### src/rtl/pwm_button_conditioner_pkg.sv
`default_nettype none
// ----------------------------------------------------------------------------
// Module   : pwm_button_conditioner_pkg
// Brief    : Shared state encoding and counter width helper for the
//            button conditioner.
// Revision : 1.0
// ----------------------------------------------------------------------------
package pwm_button_conditioner_pkg;

  localparam logic [1:0] c_st_idle       = 2'd0;
  localparam logic [1:0] c_st_wait_delay = 2'd1;
  localparam logic [1:0] c_st_repeat     = 2'd2;

  // Bits needed to hold values 0..max_val, never less than one.
  function automatic int cnt_width(input int max_val);
    if (max_val <= 1) return 1;
    return $clog2(max_val + 1);
  endfunction

endpackage
`default_nettype wire

### src/rtl/button_channel.sv
`default_nettype none
// ----------------------------------------------------------------------------
// Module   : button_channel
// Brief    : Synchroniser, debouncer and press/auto-repeat FSM for one
//            active-low push-button.
// Revision : 1.0
// ----------------------------------------------------------------------------
module button_channel
  import pwm_button_conditioner_pkg::*;
#(
  parameter int DEBOUNCE_CYCLES = 4,
  parameter int REPEAT_EN       = 1,
  parameter int REPEAT_DELAY    = 5000,
  parameter int REPEAT_PERIOD   = 1000
) (
  input  logic clk,
  input  logic rst,
  input  logic btn_n,
  output logic pulse_raw,
  output logic held
);

  localparam int c_db_w      = cnt_width(DEBOUNCE_CYCLES - 1);
  localparam int c_rep_max   = ((REPEAT_DELAY > REPEAT_PERIOD) ? REPEAT_DELAY : REPEAT_PERIOD) - 1;
  localparam int c_rep_w     = cnt_width(c_rep_max);
  localparam logic [c_db_w-1:0]  c_db_last     = c_db_w'(DEBOUNCE_CYCLES - 1);
  localparam logic [c_rep_w-1:0] c_delay_last  = c_rep_w'(REPEAT_DELAY - 1);
  localparam logic [c_rep_w-1:0] c_period_last = c_rep_w'(REPEAT_PERIOD - 1);

  logic               r_sync1;
  logic               r_sync2;
  logic               r_stable;
  logic [c_db_w-1:0]  r_db_cnt;
  logic [1:0]         r_state;
  logic [c_rep_w-1:0] r_rep_cnt;
  logic [1:0]         w_next_state;
  logic [c_rep_w-1:0] w_next_cnt;
  logic               w_pulse;
  logic               w_pressed;

  always_ff @(posedge clk or negedge rst) begin
    if (!rst) begin
      r_sync1  <= 1'b1;
      r_sync2  <= 1'b1;
      r_stable <= 1'b1;
      r_db_cnt <= '0;
    end else begin
      r_sync1 <= btn_n;
      r_sync2 <= r_sync1;
      if (r_sync2 == r_stable) begin
        r_db_cnt <= '0;
      end else if (r_db_cnt == c_db_last) begin
        r_stable <= r_sync2;
        r_db_cnt <= '0;
      end else begin
        r_db_cnt <= r_db_cnt + 1'b1;
      end
    end
  end

  assign w_pressed = ~r_stable;

  // Pulse is decided combinationally so the top's output register lands it
  // one edge after the stable press.
  always_comb begin
    w_next_state = r_state;
    w_next_cnt   = r_rep_cnt;
    w_pulse      = 1'b0;
    if (!w_pressed) begin
      w_next_state = c_st_idle;
      w_next_cnt   = '0;
    end else begin
      case (r_state)
        c_st_idle: begin
          w_pulse      = 1'b1;
          w_next_cnt   = '0;
          w_next_state = c_st_wait_delay;
        end
        c_st_wait_delay: begin
          if (REPEAT_EN != 0) begin
            if (r_rep_cnt == c_delay_last) begin
              w_pulse      = 1'b1;
              w_next_cnt   = '0;
              w_next_state = c_st_repeat;
            end else begin
              w_next_cnt = r_rep_cnt + 1'b1;
            end
          end
        end
        c_st_repeat: begin
          if (r_rep_cnt == c_period_last) begin
            w_pulse    = 1'b1;
            w_next_cnt = '0;
          end else begin
            w_next_cnt = r_rep_cnt + 1'b1;
          end
        end
        default: begin
          w_next_state = c_st_idle;
          w_next_cnt   = '0;
        end
      endcase
    end
  end

  always_ff @(posedge clk or negedge rst) begin
    if (!rst) begin
      r_state   <= c_st_idle;
      r_rep_cnt <= '0;
    end else begin
      r_state   <= w_next_state;
      r_rep_cnt <= w_next_cnt;
    end
  end

  assign pulse_raw = w_pulse;
  assign held      = w_pressed;

endmodule
`default_nettype wire

### src/rtl/pwm_button_conditioner.sv
`default_nettype none
// ----------------------------------------------------------------------------
// Module   : pwm_button_conditioner
// Brief    : Two conditioned buttons producing increment/decrement step
//            pulses, with both pulses suppressed while both are pressed.
// Revision : 1.0
// ----------------------------------------------------------------------------
module pwm_button_conditioner
  import pwm_button_conditioner_pkg::*;
#(
  parameter int DEBOUNCE_CYCLES = 4,
  parameter int REPEAT_EN       = 1,
  parameter int REPEAT_DELAY    = 5000,
  parameter int REPEAT_PERIOD   = 1000
) (
  input  logic clk,
  input  logic rst,
  input  logic sum,
  input  logic rest,
  output logic sum_pulse,
  output logic rest_pulse,
  output logic sum_held,
  output logic rest_held
);

  logic w_sum_pulse_raw;
  logic w_rest_pulse_raw;
  logic w_sum_held;
  logic w_rest_held;
  logic w_conflict;
  logic r_sum_pulse;
  logic r_rest_pulse;
  logic r_sum_held;
  logic r_rest_held;

  button_channel #(
    .DEBOUNCE_CYCLES (DEBOUNCE_CYCLES),
    .REPEAT_EN       (REPEAT_EN),
    .REPEAT_DELAY    (REPEAT_DELAY),
    .REPEAT_PERIOD   (REPEAT_PERIOD)
  ) u_sum_channel (
    .clk       (clk),
    .rst       (rst),
    .btn_n     (sum),
    .pulse_raw (w_sum_pulse_raw),
    .held      (w_sum_held)
  );

  button_channel #(
    .DEBOUNCE_CYCLES (DEBOUNCE_CYCLES),
    .REPEAT_EN       (REPEAT_EN),
    .REPEAT_DELAY    (REPEAT_DELAY),
    .REPEAT_PERIOD   (REPEAT_PERIOD)
  ) u_rest_channel (
    .clk       (clk),
    .rst       (rst),
    .btn_n     (rest),
    .pulse_raw (w_rest_pulse_raw),
    .held      (w_rest_held)
  );

  // Channels keep counting through a conflict; only the outputs are masked.
  assign w_conflict = w_sum_held & w_rest_held;

  always_ff @(posedge clk or negedge rst) begin
    if (!rst) begin
      r_sum_pulse  <= 1'b0;
      r_rest_pulse <= 1'b0;
      r_sum_held   <= 1'b0;
      r_rest_held  <= 1'b0;
    end else begin
      r_sum_pulse  <= w_sum_pulse_raw & ~w_conflict;
      r_rest_pulse <= w_rest_pulse_raw & ~w_conflict;
      r_sum_held   <= w_sum_held;
      r_rest_held  <= w_rest_held;
    end
  end

  assign sum_pulse  = r_sum_pulse;
  assign rest_pulse = r_rest_pulse;
  assign sum_held   = r_sum_held;
  assign rest_held  = r_rest_held;

endmodule
`default_nettype wire

### config.mk
export PLATFORM = sky130hd
export DESIGN_NAME = pwm_button_conditioner
export DESIGN_NICKNAME = d
export VERILOG_FILES = /design/src/rtl/pwm_button_conditioner_pkg.sv /design/src/rtl/button_channel.sv /design/src/rtl/pwm_button_conditioner.sv
export SDC_FILE = /design/constraint.sdc
export NUM_CORES = 1
export LEC_CHECK = 0
export CORE_MARGIN = 2
export CORE_UTILIZATION = 45
export CTS_BUF_LIST = sky130_fd_sc_hd__clkbuf_8
export DETAILED_ROUTE_END_ITERATION = 10
export PLACE_DENSITY_LB_ADDON = 0.1
export SYNTH_ARGS = -nofsm -noshare
export SYNTH_HDL_FRONTEND = slang
export SYNTH_SLANG_ARGS = --single-unit
### constraint.sdc
create_clock -name clk -period 3.9 [get_ports clk]
set_input_delay 1.17 -clock clk [delete_from_list [all_inputs] [get_ports clk]]
set_output_delay 1.17 -clock clk [all_outputs]
set_load 0.02 [all_outputs]
==> out/results.ini, run 1 <==
[setup_path]
startpoint = rest_held
start_kind = flip-flop
max_stage_delay_ns = 0.59
path_cells = clkdlybuf4s50_1
r2r_start = u_rest_channel.r_state[0]
path_class = reg2out
crit_slowest_cell = clkdlybuf4s50_1
path_buf_inv = 1
path_max_fanout = 1
required_ns = 2.73
crit_arrival_ns = 1.21
cp_top_family = buffers and inverters
worst_setup_path_end_kind = primary output

[clocking]
clk_pin_slew_ns = 0.08
hold_buffers = 0
clkSinkCount = 44
cts.htree.levels = 2
cts_buffer_depth = 2
cts_setup_buffers = 0
cts_tree = yes
insertion_delay_ns = 0.29
cts_root_buffer = clkbuf_8
cts_buffers = 5
cts.repair.resized = 0

[logic_synthesis]
ys_seq_area_share_pct = 50.0
synth_top_family_by_area = simple AND/OR/NAND/NOR gates
syn_nets = 230
yosys_warnings = 0
yosysUniqueCellTypes = 37
synth_top_area_cell = dfrtp_1
synthMuxAreaShare_pct = 0.903
synth_common_cells = 38 x dfrtp_1, 28 x nor2_1, 20 x xnor2_1
avgSynthCellArea_um2 = 10.5
synth_compound_area_share_pct = 3.44
ys_dominant_reg_cell = dfrtp_1
synth_area_leaders = dfrtp_1 43%, ha_1 7.9%, xnor2_1 7.9%
async_flop_share_pct = 100
synthXorXnorAreaFrac_pct = 9.48
synth_seq_cells = 44
synth_top_area_share_pct = 42.9
synth_edf_count = 0
synth.most_common_cell = dfrtp_1
netlist_area_um2 = 2220
synthSimpleGateAreaFrac_pct = 24.3
synth_fa_ha_area_share_pct = 7.90
synthCells = 212

[power_and_ir_drop]
vdd_ir_drop_max_mv = 0.211
cellLeakagePower_uw = 0.000964
fin_total_pwr_uw = 1150
p_per_area_nw_per_um2 = 474

[run]
cap_violations = 0

[timing]
fin_crit_sh_pct = 61.0
whs_ns = 0.363
drv_slew = 0
skew_ns = 0.00748
fmax_ghz = 0.420
hold_viol_final = 0
tightest_slew_ns = 0.967
slew_headroom_pct = 35.5
setup_viol = 0
final.min_clock_period_ns = 2.38
setup_tns_ns = 0
grt_setup_unrepaired = no

[placement]
io_buffers = 7
dp_hpwl_um = 2810
gp_congestion = 0.816

[floorplanning]
core_area_um2 = 4720
die_y_um = 74.2
pin_count = 8
initial_core_util_pct = 46.9
die_area_um2 = 5500
die_w_um = 74.2
rows = 25

[final_layout]
multi_input_area_um2 = 1020
drive_gt1_share_pct = 12.6
fin_util_pct = 51.2
area_growth_pct = 9.14
antenna_cells = 0
ff_latch_area_um2 = 1110
fillCellCount = 430
fin_nets = 239

[global_routing]
grt_usage_pct = 16.3
grt_start_max_net_pins = 45
grt_overflow = 0
grt_pass1_wl_um = 6660
grt_pass1_vias = 1436
antenna_found_initial = 0

[detailed_routing]
wirelength_um = 3850
first_pass_iters = 4
ant_nets = 0
route.detailed.drc = 0
routedWlPerCell_um = 13.3
viasPerCell = 5.07
vias = 1465
drt_iter0_drc = 67

[min_path]
min_from = u_rest_channel.r_sync1
min_path_type = reg2reg

[outcome]
status = complete, no violations

==> routing by layer <==
metal,GRT usage [%],routed length [um]
met1,21.9,1920
met2,24.9,1770
met3,3.66,89
met4,7.68,69
met5,0,0
==> cells by family after synthesis <==
| family | after synthesis |
|---|---|
| flops | 44 |
| fa+ha+maj | 14 |
| mux | 2 |
| compound gates | 10 |
| xor+xnor | 24 |
| simple gates | 99 |
| buf+inv | 19 |
==> power by group <==
part           internal, uW  total (uW)  leakage [uW]  switching, uW
sequential              528         576      0.000578           47.7
clock                   139         290     0.0000538            150
combinational           120         281      0.000333            161
==> through the flow <==
step	std cells	worst slack, ns	area, um2
floorplan	212	2.11	2220
global placement	281	1.84	2330
detailed placement	281	1.78	2330
CTS	289	1.50	2420
global route	289	1.46	2420
finish	289	1.52	2420
==> final timing paths <==
kind	cells past startpoint	end	slack, ns
max	1	rest_held	1.52
min	0	u_rest_channel.r_sync2	0.36
max reg2reg	6	u_rest_channel.r_rep_cnt[7]	1.77
min reg2reg	0	u_rest_channel.r_sync2	0.36
max in group asynchronous	1	u_rest_channel.r_rep_cnt[0]	2.27
min in group asynchronous	1	u_rest_channel.r_db_cnt[1]	1.03
==> layout make-up <==
class,instances,share of cell area (%)
Tap cell,67,3.46
Clock inverter,2,0.310
Multi-Input combinational cell,149,42.1
Clock buffer,6,3.41
Inverter,14,2.17
Sequential cell,44,45.8
Timing Repair Buffer,7,2.69
==> state kept, by name, summed over array words and instances, names as in the netlist <==
register,count
sum_held,1
u_sum_channel.r_sync1,1
u_sum_channel.r_sync2,1
rest_pulse,1
rest_held,1
u_sum_channel.r_state,2
u_sum_channel.r_db_cnt,2
u_rest_channel.r_stable,1
u_sum_channel.r_rep_cnt,13
u_rest_channel.r_rep_cnt,13
u_rest_channel.r_db_cnt,2
sum_pulse,1
u_rest_channel.r_sync2,1
u_rest_channel.r_state,2
u_sum_channel.r_stable,1
u_rest_channel.r_sync1,1
==> placed cells by master (no fill, tap or decap), types with 3 or more instances in the layout <==
cell and count:
dfrtp_1 38, nor2_1 28, xnor2_1 20, inv_1 16, ha_1 14, nand2_1 12
nor3_1 10, nor2_2 10, nand3_1 9, nor4_1 7, clkbuf_8 6, clkdlybuf4s50_1 6
dfstp_2 6, nand4_1 5, xor2_1 4, a21oi_1 3
No activity file was read; power rests on OpenSTA's default activity.
==> run 2: changes to the inputs <==
Clock period 3.9 ns to 2.3 ns, I/O delays scaled along.
==> run 2 against run 1 <==
Clock power is 100% higher. Critical endpoint is now u_rest_channel.r_rep_cnt[11]. Critical path type is now reg2reg. Combinational power is 76% higher. Largest cell class unchanged. Die area stayed put. Register-to-register slack worse by 1.5 ns. Via count grew 2.0%.
==> out/results.ini, run 2 (synthesis gave the netlist of run 1 again) <==
[timing]
hold_viol_final = 0
grt_setup_unrepaired = no
fmax_ghz = 0.493
slew_headroom_pct = 64.1
drv_slew = 0
final.min_clock_period_ns = 2.03
setup_viol = 0
fin_crit_sh_pct = 88.2
setup_ws_ns = 0.271
setup_tns_ns = 0
skew_ns = 0.0101
tightest_slew_ns = 0.530

[clocking]
insertion_delay_ns = 0.30
cts_tree = yes
cts_root_buffer = clkbuf_8
hold_buffers = 0
cts.htree.levels = 2
clkSinkCount = 44
cts_buffers = 5
cts.repair.resized = 0
cts_buffer_depth = 2
cts_setup_buffers = 0
clk_pin_slew_ns = 0.09

[detailed_routing]
routedWlPerCell_um = 14.0
route.detailed.drc = 0
first_pass_iters = 4
drt_iter0_drc = 68
ant_nets = 0
wirelength_um = 4070
vias = 1495
viasPerCell = 5.14

[setup_path]
max_stage_delay_ns = 0.46
r2r_start = u_rest_channel.r_state[0]
required_ns = 2.47
crit_slowest_cell = nor4b_1
cp_top_family = simple AND/OR/NAND/NOR gates
crit_arrival_ns = 2.20
startpoint = u_rest_channel.r_state[0]
path_cells = inv_1 -> ha_1 -> nor4b_1 -> o2111ai_1 -> nand2_1 -> nor2_1
path_class = reg2reg
start_kind = flip-flop
reg2reg_slack_ns = 0.27
path_max_fanout = 12
path_buf_inv = 1
worst_setup_path_end_kind = flip-flop

[final_layout]
final_common_cell = dfrtp_1
drive_gt1_share_pct = 14.3
antenna_cells = 0
most-common-layout-cells = 38 x dfrtp_1, 28 x nor2_1, 20 x xnor2_1
fillCellCount = 422
top_regs = u_rest_channel.r_rep_cnt x13, u_sum_channel.r_rep_cnt x13
area_growth_pct = 10.8
fin_nets = 241

[placement]
dpl_worst_slack_ns = 0.320
io_buffers = 7
gp_congestion = 0.816
dp_hpwl_um = 2930

[power_and_ir_drop]
p_per_area_nw_per_um2 = 842
vdd_ir_drop_max_mv = 0.364
cellLeakagePower_uw = 0.000974

[global_routing]
antenna_found_initial = 0
grt_start_max_net_pins = 22
grt_pass1_wl_um = 7270
grt_pass1_vias = 1556
grt_overflow = 0
grt_usage_pct = 17.4

[outcome]
status = complete, no violations

[run]
cap_violations = 0

[floorplanning]
pin_count = 8
initial_core_util_pct = 46.9
die_y_um = 74.2
rows = 25
core_area_um2 = 4720
die_area_um2 = 5500
die_w_um = 74.2

[min_path]
min_path_type = in2async

run 2: cell type report:
type                       instances  area, um2  share of cell area [%]
multi-input combinational        149       1020                    41.5
inverter                          14       52.6                    2.14
clock buffer                       5       68.8                    2.80
timing repair buffer               9       80.1                    3.26
sequential                        44       1110                    45.1
clock inverter                     3       42.5                    1.73
tap                               67       83.8                    3.41
run 2: final timing paths:
check,endpoint,depth (start not counted)
setup / recovery,u_rest_channel.r_rep_cnt[11],6
setup reg to reg,u_rest_channel.r_rep_cnt[11],6
min in group clk,u_rest_channel.r_sync2,0
hold / removal,u_rest_channel.r_db_cnt[0],1
hold reg to reg,u_rest_channel.r_sync2,0
max in group asynchronous,u_sum_channel.r_stable,2
run 2: metrics by stage:
step	area, um2	hold WS (ns)	std cells	power (uW)	utilization [%]
finish	2460	0.322	291	2070	52.0
CTS	2460	0.338	291	2090	52.0
global route	2460	0.350	291	2200	52.0
global placement	2340	0.347	283	1450	49.6
detailed placement	2340	0.349	283	1490	49.6
floorplan	2220	0.345	212	1330	-
run 2: per-layer routing:
| layer | global-route usage, % | wire length, um | vias to the layer above |
|---|---|---|---|
| met5 | 0 | 0 | - |
| met4 | 7.47 | 63 | 0 |
| met3 | 4.34 | 130 | 7 |
| met2 | 27.0 | 1880 | 26 |
| met1 | 23.2 | 2000 | 728 |
| li1 | - | - | 734 |
run 2: report_power, final:
part           internal, uW  total, uW  switching [uW]
combinational           206        494             288
clock                   321        591             270
sequential              896        982            85.9
run 2: worst register-to-register path, cell delays in order (launching register included):
cell and delay, ns:
dfrtp_1 0.40, inv_1 0.10, ha_1 0.24, nor4b_1 0.46, o2111ai_1 0.21, nand2_1 0.37, nor2_1 0.12
